File: src/rtl/mips_dbg_pkg.sv
// Shared debug-unit definitions: dump FSM state encoding, byte sizing and checksum seed.
package mips_dbg_pkg;

  localparam int unsigned NB_BYTE        = 8;
  localparam int unsigned BYTES_PER_WORD = 4;
  localparam logic [7:0]  CSUM_SEED      = 8'h00;

  typedef enum logic [2:0] {
    ST_IDLE,
    ST_ADDR,
    ST_LOAD,
    ST_SEND,
    ST_CSUM,
    ST_DONE
  } dump_state_e;

endpackage

File: src/rtl/data_mem_dumper_if.sv
// Valid/ready byte stream from the memory dumper to the debug UART transmitter.
interface data_mem_dumper_if #(
  parameter int unsigned NB_BYTE = 8
);
  logic [NB_BYTE-1:0] o_tx_data;
  logic               o_tx_valid;
  logic               i_tx_ready;

  modport master (output o_tx_data, output o_tx_valid, input i_tx_ready);
  modport slave  (input o_tx_data, input o_tx_valid, output i_tx_ready);
endinterface

File: src/rtl/data_mem_dumper_word_serializer.sv
// word_serializer: shifts a loaded word out MSB byte first on a valid/ready stream;
// a single byte can also be loaded as the last byte of a "word" (checksum trailer).
module word_serializer #(
  parameter int unsigned NB_DATA = 32,
  parameter int unsigned NB_BYTE = 8
) (
  input  logic               clk,
  input  logic               i_rst,
  input  logic               i_load,
  input  logic               i_load_byte,
  input  logic [NB_DATA-1:0] i_word,
  input  logic [NB_BYTE-1:0] i_byte,
  output logic [NB_BYTE-1:0] o_tx_data,
  output logic               o_tx_valid,
  input  logic               i_tx_ready,
  output logic               o_last_hs_c
);
  localparam int unsigned BYTES_PER_W = NB_DATA / NB_BYTE;
  localparam int unsigned IDX_W       = (BYTES_PER_W > 1) ? $clog2(BYTES_PER_W) : 1;
  localparam logic [IDX_W-1:0] LAST_IDX = IDX_W'(BYTES_PER_W - 1);

  logic [NB_DATA-1:0] shift_q, shift_d;
  logic [IDX_W-1:0]   idx_q, idx_d;
  logic               valid_q, valid_d;
  logic               hs;

  assign hs          = valid_q & i_tx_ready;
  assign o_last_hs_c = hs && (idx_q == LAST_IDX);
  assign o_tx_data   = shift_q[NB_DATA-1 -: NB_BYTE];
  assign o_tx_valid  = valid_q;

  always_comb begin
    shift_d = shift_q;
    idx_d   = idx_q;
    valid_d = valid_q;
    if (i_load) begin
      shift_d = i_word;
      idx_d   = '0;
      valid_d = 1'b1;
    end else if (i_load_byte) begin
      // Lone byte sits in the top lane and is treated as the last of its word.
      shift_d = {i_byte, {(NB_DATA-NB_BYTE){1'b0}}};
      idx_d   = LAST_IDX;
      valid_d = 1'b1;
    end else if (hs) begin
      shift_d = shift_q << NB_BYTE;
      idx_d   = idx_q + IDX_W'(1);
      if (idx_q == LAST_IDX) valid_d = 1'b0;
    end
  end

  always_ff @(posedge clk) begin
    if (i_rst) begin
      shift_q <= '0;
      idx_q   <= '0;
      valid_q <= 1'b0;
    end else begin
      shift_q <= shift_d;
      idx_q   <= idx_d;
      valid_q <= valid_d;
    end
  end

endmodule

File: src/rtl/data_mem_dumper.sv
// Dumps a word range of the data memory as an MSB-first byte stream for the debug unit.
// Optional DUMP_CHECKSUM_EN appends one XOR checksum byte after the data.
module data_mem_dumper #(
  parameter int unsigned NB_DATA = 32,
  parameter int unsigned NB_ADDR = 12,
  parameter int unsigned NB_BYTE = mips_dbg_pkg::NB_BYTE
) (
  input  logic                clk,
  input  logic                i_rst,
  input  logic                i_start,
  input  logic [NB_ADDR-1:0]  i_base_addr,
  input  logic [NB_ADDR-2:0]  i_word_count,
  output logic [NB_ADDR-1:0]  o_mem_addr,
  input  logic [NB_DATA-1:0]  i_mem_data,
  data_mem_dumper_if.master   tx,
  output logic                o_busy,
  output logic                o_done
);
  import mips_dbg_pkg::*;

  localparam int unsigned NB_CNT = NB_ADDR - 1;

  dump_state_e         state_q, state_d;
  logic [NB_ADDR-1:0]  addr_q, addr_d;
  logic [NB_CNT-1:0]   remain_q, remain_d;
  logic                busy_q, busy_d;
  logic                done_q, done_d;
  logic                ser_load, ser_load_byte, last_hs_c;
  logic [NB_BYTE-1:0]  csum_load_val;

`ifdef DUMP_CHECKSUM_EN
  logic [NB_BYTE-1:0] csum_q, csum_d;

  // Running XOR of every data byte handed off; the next value feeds the trailer load.
  always_comb begin
    csum_d = csum_q;
    if (state_q == ST_IDLE && i_start)
      csum_d = NB_BYTE'(CSUM_SEED);
    else if (state_q == ST_SEND && tx.o_tx_valid && tx.i_tx_ready)
      csum_d = csum_q ^ tx.o_tx_data;
  end

  always_ff @(posedge clk) begin
    if (i_rst) csum_q <= NB_BYTE'(CSUM_SEED);
    else       csum_q <= csum_d;
  end

  assign csum_load_val = csum_d;
`else
  assign csum_load_val = '0;
`endif

  always_comb begin
    state_d       = state_q;
    addr_d        = addr_q;
    remain_d      = remain_q;
    ser_load      = 1'b0;
    ser_load_byte = 1'b0;
    unique case (state_q)
      ST_IDLE: begin
        if (i_start) begin
          addr_d   = {i_base_addr[NB_ADDR-1:2], 2'b00};
          remain_d = i_word_count;
          if (i_word_count == '0) begin
`ifdef DUMP_CHECKSUM_EN
            state_d       = ST_CSUM;
            ser_load_byte = 1'b1;
`else
            state_d       = ST_DONE;
`endif
          end else begin
            state_d = ST_ADDR;
          end
        end
      end
      ST_ADDR: state_d = ST_LOAD;
      ST_LOAD: begin
        ser_load = 1'b1;
        state_d  = ST_SEND;
      end
      ST_SEND: begin
        if (last_hs_c) begin
          remain_d = remain_q - NB_CNT'(1);
          if (remain_q != NB_CNT'(1)) begin
            addr_d  = addr_q + NB_ADDR'(BYTES_PER_WORD);
            state_d = ST_ADDR;
          end else begin
`ifdef DUMP_CHECKSUM_EN
            state_d       = ST_CSUM;
            ser_load_byte = 1'b1;
`else
            state_d       = ST_DONE;
`endif
          end
        end
      end
      ST_CSUM: if (last_hs_c) state_d = ST_DONE;
      ST_DONE: state_d = ST_IDLE;
      default: state_d = ST_IDLE;
    endcase
    busy_d = (state_d == ST_ADDR) || (state_d == ST_LOAD) ||
             (state_d == ST_SEND) || (state_d == ST_CSUM);
    done_d = (state_d == ST_DONE);
  end

  always_ff @(posedge clk) begin
    if (i_rst) begin
      state_q  <= ST_IDLE;
      addr_q   <= '0;
      remain_q <= '0;
      busy_q   <= 1'b0;
      done_q   <= 1'b0;
    end else begin
      state_q  <= state_d;
      addr_q   <= addr_d;
      remain_q <= remain_d;
      busy_q   <= busy_d;
      done_q   <= done_d;
    end
  end

  assign o_mem_addr = addr_q;
  assign o_busy     = busy_q;
  assign o_done     = done_q;

  word_serializer #(
    .NB_DATA (NB_DATA),
    .NB_BYTE (NB_BYTE)
  ) u_ser (
    .clk         (clk),
    .i_rst       (i_rst),
    .i_load      (ser_load),
    .i_load_byte (ser_load_byte),
    .i_word      (i_mem_data),
    .i_byte      (csum_load_val),
    .o_tx_data   (tx.o_tx_data),
    .o_tx_valid  (tx.o_tx_valid),
    .i_tx_ready  (tx.i_tx_ready),
    .o_last_hs_c (last_hs_c)
  );

endmodule

File: src/flat_wrapper.sv
// flat-port wrapper written by rule: the top's interface ports become plain ports
module data_mem_dumper_flat import mips_dbg_pkg::*;
#(
  parameter int unsigned NB_DATA = 32,
  parameter int unsigned NB_ADDR = 12,
  parameter int unsigned NB_BYTE = mips_dbg_pkg::NB_BYTE
)
  (clk, i_rst, i_start, i_base_addr, i_word_count, o_mem_addr, i_mem_data, o_busy, o_done, tx_o_tx_data, tx_o_tx_valid, tx_i_tx_ready);
  data_mem_dumper_if #(.NB_BYTE(NB_BYTE)) tx_i ();
  input  logic clk;
  input  logic i_rst;
  input  logic i_start;
  input  logic [NB_ADDR-1:0] i_base_addr;
  input  logic [NB_ADDR-2:0] i_word_count;
  output logic [NB_ADDR-1:0] o_mem_addr;
  input  logic [NB_DATA-1:0] i_mem_data;
  output logic o_busy;
  output logic o_done;
  output wire logic [$bits(tx_i.o_tx_data)-1:0] tx_o_tx_data;
  output wire logic [$bits(tx_i.o_tx_valid)-1:0] tx_o_tx_valid;
  input wire logic [$bits(tx_i.i_tx_ready)-1:0] tx_i_tx_ready;
  assign tx_o_tx_data = tx_i.o_tx_data;
  assign tx_o_tx_valid = tx_i.o_tx_valid;
  assign tx_i.i_tx_ready = tx_i_tx_ready;
  data_mem_dumper #(.NB_DATA(NB_DATA), .NB_ADDR(NB_ADDR), .NB_BYTE(NB_BYTE)) u_core (.clk(clk), .i_rst(i_rst), .i_start(i_start), .i_base_addr(i_base_addr), .i_word_count(i_word_count), .o_mem_addr(o_mem_addr), .i_mem_data(i_mem_data), .tx(tx_i), .o_busy(o_busy), .o_done(o_done));
endmodule
File: config.mk
export PLATFORM = sky130hd
export DESIGN_NAME = data_mem_dumper_flat
export DESIGN_NICKNAME = d
export VERILOG_FILES = /design/src/rtl/mips_dbg_pkg.sv /design/src/rtl/data_mem_dumper_if.sv /design/src/rtl/data_mem_dumper_word_serializer.sv /design/src/rtl/data_mem_dumper.sv /design/src/flat_wrapper.sv
export SDC_FILE = /design/constraint.sdc
export NUM_CORES = 1
export LEC_CHECK = 0
export CORE_MARGIN = 5
export CORE_UTILIZATION = 50
export CTS_CLUSTER_DIAMETER = 30
export DETAILED_ROUTE_END_ITERATION = 16
export PLACE_DENSITY_LB_ADDON = 0.25
export SYNTH_ARGS = -nofsm -noshare
export SYNTH_HDL_FRONTEND = slang
export SYNTH_HIERARCHICAL = 1
export SYNTH_SLANG_ARGS = --single-unit
File: constraint.sdc
create_clock -name clk -period 2.3 [get_ports clk]
set_input_delay 0.345 -clock clk [delete_from_list [all_inputs] [get_ports clk]]
set_output_delay 0.345 -clock clk [all_outputs]
set_load 0.05 [all_outputs]
* Word level (Yosys, flattened, before mapping) *
Cells that the tools add are included.

operators by class
  equality and inequality tests = 14
  reductions and logical operators = 13
  bitwise gates (word level) = 1
  mux-type cells = 19
  add/sub/neg operators = 3

operators by type and width
  kind                   count
  $mux 32                2
  $mux 12                3
  $pmux 12 s2            1
  $mux 11                2
  $pmux 11 s2            1
  $mux 3                 5
  $pmux 3 s5             1
  $add 12x3->12 const B  1
  $eq 3x2->1 const B     4
  $logic_not 11->1       1
  $ne 11x1->1 const B    1
  $sub 11x1->11 const B  1
  $eq 3x3->1 const B     3
  $eq 3x1->1 const B     2
  $reduce_bool 2->1      3
  $mux 1                 4
  $ne 2x1->1 const B     2
  $reduce_and 4->1       1
  $logic_not 3->1        1
  $logic_or 1x1->1       3
  $reduce_and 3->1       1
  $add 2x1->2 const B    1
  $eq 2x2->1 const B     1
  $ne 2x2->1 const B     1
  4 further kinds        4

storage, ports and cells
  word-level logic and storage cells = 58
  bits of input ports = 59
  output and inout bits = 23
  register bits = 63

* Logic depth before layout (Yosys ltp) *
  word-level depth = 8
  depth in mapped cells = 8
  gate-level depth less buffers = 6

* Hierarchy *
The synthesis kept the hierarchy.

by module, submodules not included
  module           instances  area each (µm²)  seq. area each (µm²)  cells an instance
  data_mem_dumper  1          1725.4           520.5                 221
  word_serializer  1          1609.0           700.7                 164

* Worst setup path before layout *
OpenSTA, ideal clock, no wires.

  kind = register to register
  start = register u_core.u_ser.valid_q (netlist: u_core/u_ser/o_tx_valid)
  end = register u_core.addr_q[11] (netlist: u_core/o_mem_addr[11])
  setup slack = 280 ps
  arrival = 1888 ps
  library setup time = 132 ps
  stages on the path, launching flop included = 7
  required time = 2168 ps
  period minus slack after synthesis = 2020 ps
  path buffers = 1
  cells stage by stage = dfxtp_1 -> and3_1 -> nand3_1 -> a21o_1 -> buf_2 -> o311ai_1 -> o31ai_1

between the ends
  cells in the longest elaborated chain, start to end = 4

ends and longest elaborated chain
  what                        RTL line                               RTL
  from (decl)                 data_mem_dumper_word_serializer.sv:24  logic valid_q, valid_d;
  from (signal assigned)      data_mem_dumper_word_serializer.sv:60  valid_q <= valid_d;
  $and 1x1->1                 data_mem_dumper_word_serializer.sv:27  assign hs = valid_q & i_tx_ready;
  $logic_and 1x1->1           data_mem_dumper_word_serializer.sv:28  assign o_last_hs_c = hs && (idx_q == LAST_IDX);
  net u_core.last_hs_c        data_mem_dumper.sv:28                  logic ser_load, ser_load_byte, last_hs_c;
  $ne 2x1->1 (no line)        --
  $reduce_and 4->1 (no line)  --
  to (signal assigned)        data_mem_dumper.sv:115                 addr_q <= addr_d;
  to (decl)                   data_mem_dumper.sv:24                  logic [NB_ADDR-1:0] addr_q, addr_d;

The timed path passes the listed nets, and every way through them passes these cells.
A chain may end at the register's enable or synchronous reset.

* Final worst setup path *
  start = register u_core.state_q[1]
  end = register u_core.u_ser.shift_q[13]

between the ends
  cells in the longest elaborated chain, start to end = 3
  elaborated cells on any way between the ends = 4
  classes of those cells = eq/ne (1); mux (2); reduce/logical (1)

ends and longest elaborated chain
  what                                                 RTL line                               RTL
  from (decl)                                          data_mem_dumper.sv:23                  dump_state_e state_q, state_d;
  from (signal assigned)                               data_mem_dumper.sv:114                 state_q <= state_d;
  $eq 3x2->1 *                                         data_mem_dumper.sv:59                  unique case (state_q)
  $mux 1 *                                             data_mem_dumper.sv:59
  net u_core.ser_load                                  data_mem_dumper.sv:28
  $mux 32 / $reduce_bool 2->1 (equally long branches)  --
  to (signal assigned)                                 data_mem_dumper_word_serializer.sv:58  shift_q <= shift_d;
  to (decl)                                            data_mem_dumper_word_serializer.sv:22  logic [NB_DATA-1:0] shift_q, shift_d;

Mark *: on every way through the listed nets, which the timed path passes. The rest lies on a longest branch.

==> flow_metrics.env <==
export IMPL_status="completed"
export IMPL_synth_top_area_cell="dfxtp_1"
export IMPL_cts_tree="built"
export IMPL_grt_pass1_vias=3096
export IMPL_relSlewSlack=0.391
export IMPL_cp_cell_sequence="inv_1 -> nor3_2 -> buf_4 -> a211oi_2 -> and2b_1 -> a221o_1"
export IMPL_htree_levels=3
export IMPL_cp_start_kind="flop"
export IMPL_final_hold_viol_count=0
export IMPL_cpLargestDelayFamily="simple AND/OR/NAND/NOR gates"
export IMPL_p_per_area_mw_per_mm2=650
export IMPL_die_area_mm2=0.00840
export IMPL_drtIter0Drc=175
export IMPL_die_y_um=91.7
export IMPL_cp_max_fo=11
export IMPL_synth_top_area_frac=0.366
export IMPL_num_rows=29
export IMPL_core_area_mm2=0.00642
export IMPL_synth_area_mm2=0.00333
export IMPL_dieWidth_um=91.7
export IMPL_clk_pin_slew_worst_paths_ps=80
export IMPL_n_antenna_cell=0
export IMPL_syn_avg_cell_area_um2=8.66
export IMPL_postCtsSetupBuffers=0
export IMPL_hold_path_class="flop to flop"
export IMPL_routed_via_density=5.97
export IMPL_synthTopCellsByCount="dfxtp_1, nand2_1, nor2_1, a21oi_1, nor2b_1"
export IMPL_cts_buffers=9
export IMPL_start_util=0.519
export IMPL_drive_above_1_share=0.108
export IMPL_design_area_mm2=0.00439
export IMPL_routed_wl_um=8940
export IMPL_synth_edf_count=0
export IMPL_max_stage_delay_ps=520
export IMPL_root_buffer="clkbuf_8"
export IMPL_place_area_mm2=0.00419
export IMPL_timing_setup_tns_ps=0
export IMPL_drc_errors=0
export IMPL_synthToLayoutAreaGrowth_pct=31.6
export IMPL_grt_first_pass_wirelength_um=14900
export IMPL_detail_route_antenna_nets=0
export IMPL_vdd_drop_max_v=0.000407
export IMPL_worst_setup_path_end_kind="flop"
export IMPL_io_pins=82
export IMPL_cts_resized=0
export IMPL_leakage_nw=1.68
export IMPL_synth_ff_type="dfxtp_1"
export IMPL_rsz0062_at_grt="no"
export IMPL_nets=530
export IMPL_cts_path_max_buffers=2
export IMPL_routabilityCongestion=0.890
export IMPL_cp_required_ps=2530
export IMPL_grt_max_degree=38
export IMPL_fin_crit_ps=2040
export IMPL_ys_warn_count=6
export IMPL_cp_arrival_ps=2270
export IMPL_clock_skew_ps=14.4
export IMPL_post_route_period_util=0.887
export IMPL_vias=3275
export IMPL_ys_ff_latch=61
export IMPL_track_usage=0.214
export IMPL_setup_viol=0
export IMPL_drv_slew=0
export IMPL_netlist_instances=385
export IMPL_slowest_stage="dfxtp_1"
export IMPL_antenna_found_initial=0
export IMPL_synth_seq_area_share=0.366
export IMPL_wl_per_cell_um=16.3
export IMPL_yosysMostFrequentCell="dfxtp_1"
export IMPL_insertion_delay_ps=350
export IMPL_io_buffer_count=77
export IMPL_synthArstFlopShare=0
export IMPL_hold_buffers=0
export IMPL_synth_distinct_cells=65
export IMPL_numClockSinks=61
export IMPL_rrSetupSlack_ps=260
export IMPL_firstDrtPassIters=4
export IMPL_maxCapViolCount=0
export IMPL_post_dp_hpwl_um=6340
export IMPL_critPathBufInv=2
export IMPL_synth_area_leaders="dfxtp_1, a221o_1, nor2b_1"
export IMPL_tightestPinTransition_ps=914
export IMPL_fmax_mhz=490
export IMPL_criticalPathCategory="flop to flop"
export IMPL_grt_ovfl_total=0
-- logic make-up (layout without fill, tap and decap cells) --
logic type,count (synthesis),in the layout,synth area share
mux,4,4,0.0128
fa+ha+maj,4,4,0.0150
compound gates,121,121,0.273
xor+xnor,1,1,0.00263
simple gates,148,148,0.258
other cells,1,15,0.00112
buf+inv,45,118,0.0713
flops,61,61,0.366
-- power by group --
part | internal, mW | total [mW] | switching [mW] | leakage [nW]
sequential | 1.13 | 1.20 | 0.0680 | 0.499
combinational | 0.307 | 0.684 | 0.376 | 1.08
clock | 0.505 | 0.972 | 0.467 | 0.100
total | 1.94 | 2.85 | 0.911 | 1.68
-- per-layer routing --
| metal | global-route usage | part of all wire | vias to the layer above |
|---|---|---|---|
| li1 | - | - | 1605 |
| met1 | 0.283 | 0.44 | 1528 |
| met2 | 0.338 | 0.47 | 126 |
| met3 | 0.0450 | 0.071 | 16 |
| met4 | 0.0917 | 0.017 | 0 |
| met5 | 0 | 0 | - |
-- layout by cell type (no fill, tap or decap), types with 7 or more instances in the layout --
cell type         n
o21ai_0          10
a221o_1          15
a21o_1            7
o41ai_1           8
a22oi_1           9
nor2_1           22
a21oi_1          20
and3_1           14
buf_4            19
clkbuf_8          9
nor2b_1          16
and2_1           12
nand3b_1         10
clkdlybuf4s50_1  77
dfxtp_1          61
nand2_1          24
conb_1           15
nand3_1           9
nor3_1            9
a211oi_1         13
-- cell type report --
type / instances / area, µm²
Multi-Input combinational cell: 293 / 1940
Timing Repair Buffer: 96 / 913
Clock buffer: 9 / 124
Inverter: 6 / 22.5
Clock inverter: 7 / 73.8
Fill cell: 533 / 2040
Sequential cell: 61 / 1220
Tap cell: 77 / 96.3
-- path summary, 6_finish.rpt --
check                                        start  cells after the start                                     to
min reg2reg  u_core/u_ser/shift_q[26]$_SDFFE_PP0P_                      2  u_core/u_ser/shift_q[26]$_SDFFE_PP0P_
max reg2reg           u_core/state_q[1]$_SDFF_PP0_                      6  u_core/u_ser/shift_q[13]$_SDFFE_PP0P_
max                   u_core/state_q[1]$_SDFF_PP0_                      6  u_core/u_ser/shift_q[13]$_SDFFE_PP0P_
min          u_core/u_ser/shift_q[26]$_SDFFE_PP0P_                      2  u_core/u_ser/shift_q[26]$_SDFFE_PP0P_
-- sequential cells by signal, summed over array words and instances, names as in the netlist --
| register | flops |
|---|---|
| u_core/u_ser/o_tx_valid | 1 |
| u_core/o_done | 1 |
| u_core/remain_q | 11 |
| u_core/o_mem_addr | 10 |
| u_core/u_ser/shift_q | 32 |
| u_core/u_ser/idx_q | 2 |
| u_core/state_q | 3 |
| u_core/o_busy | 1 |
-- worst min-delay path, delay by kind of cell, from the launching register on --
kind	cells	cell delay (ps)
DFF	1	310
and+or+nand+nor	1	80
AOI/OAI and AO/OA	1	60
-- stage by stage --
step	std cells	power (mW)	util	hold slack, ps	setup slack (ps)
3_3_place_gp	533	1.88	0.652	465	182
3_5_place_dp	533	1.89	0.652	467	157
2_1_floorplan	399	1.65	-	447	280
4_1_cts	549	2.86	0.683	488	136
6_report	549	2.85	0.683	489	260
5_1_grt	549	2.98	0.683	501	69.0
No activity file was read; power rests on OpenSTA's default activity.
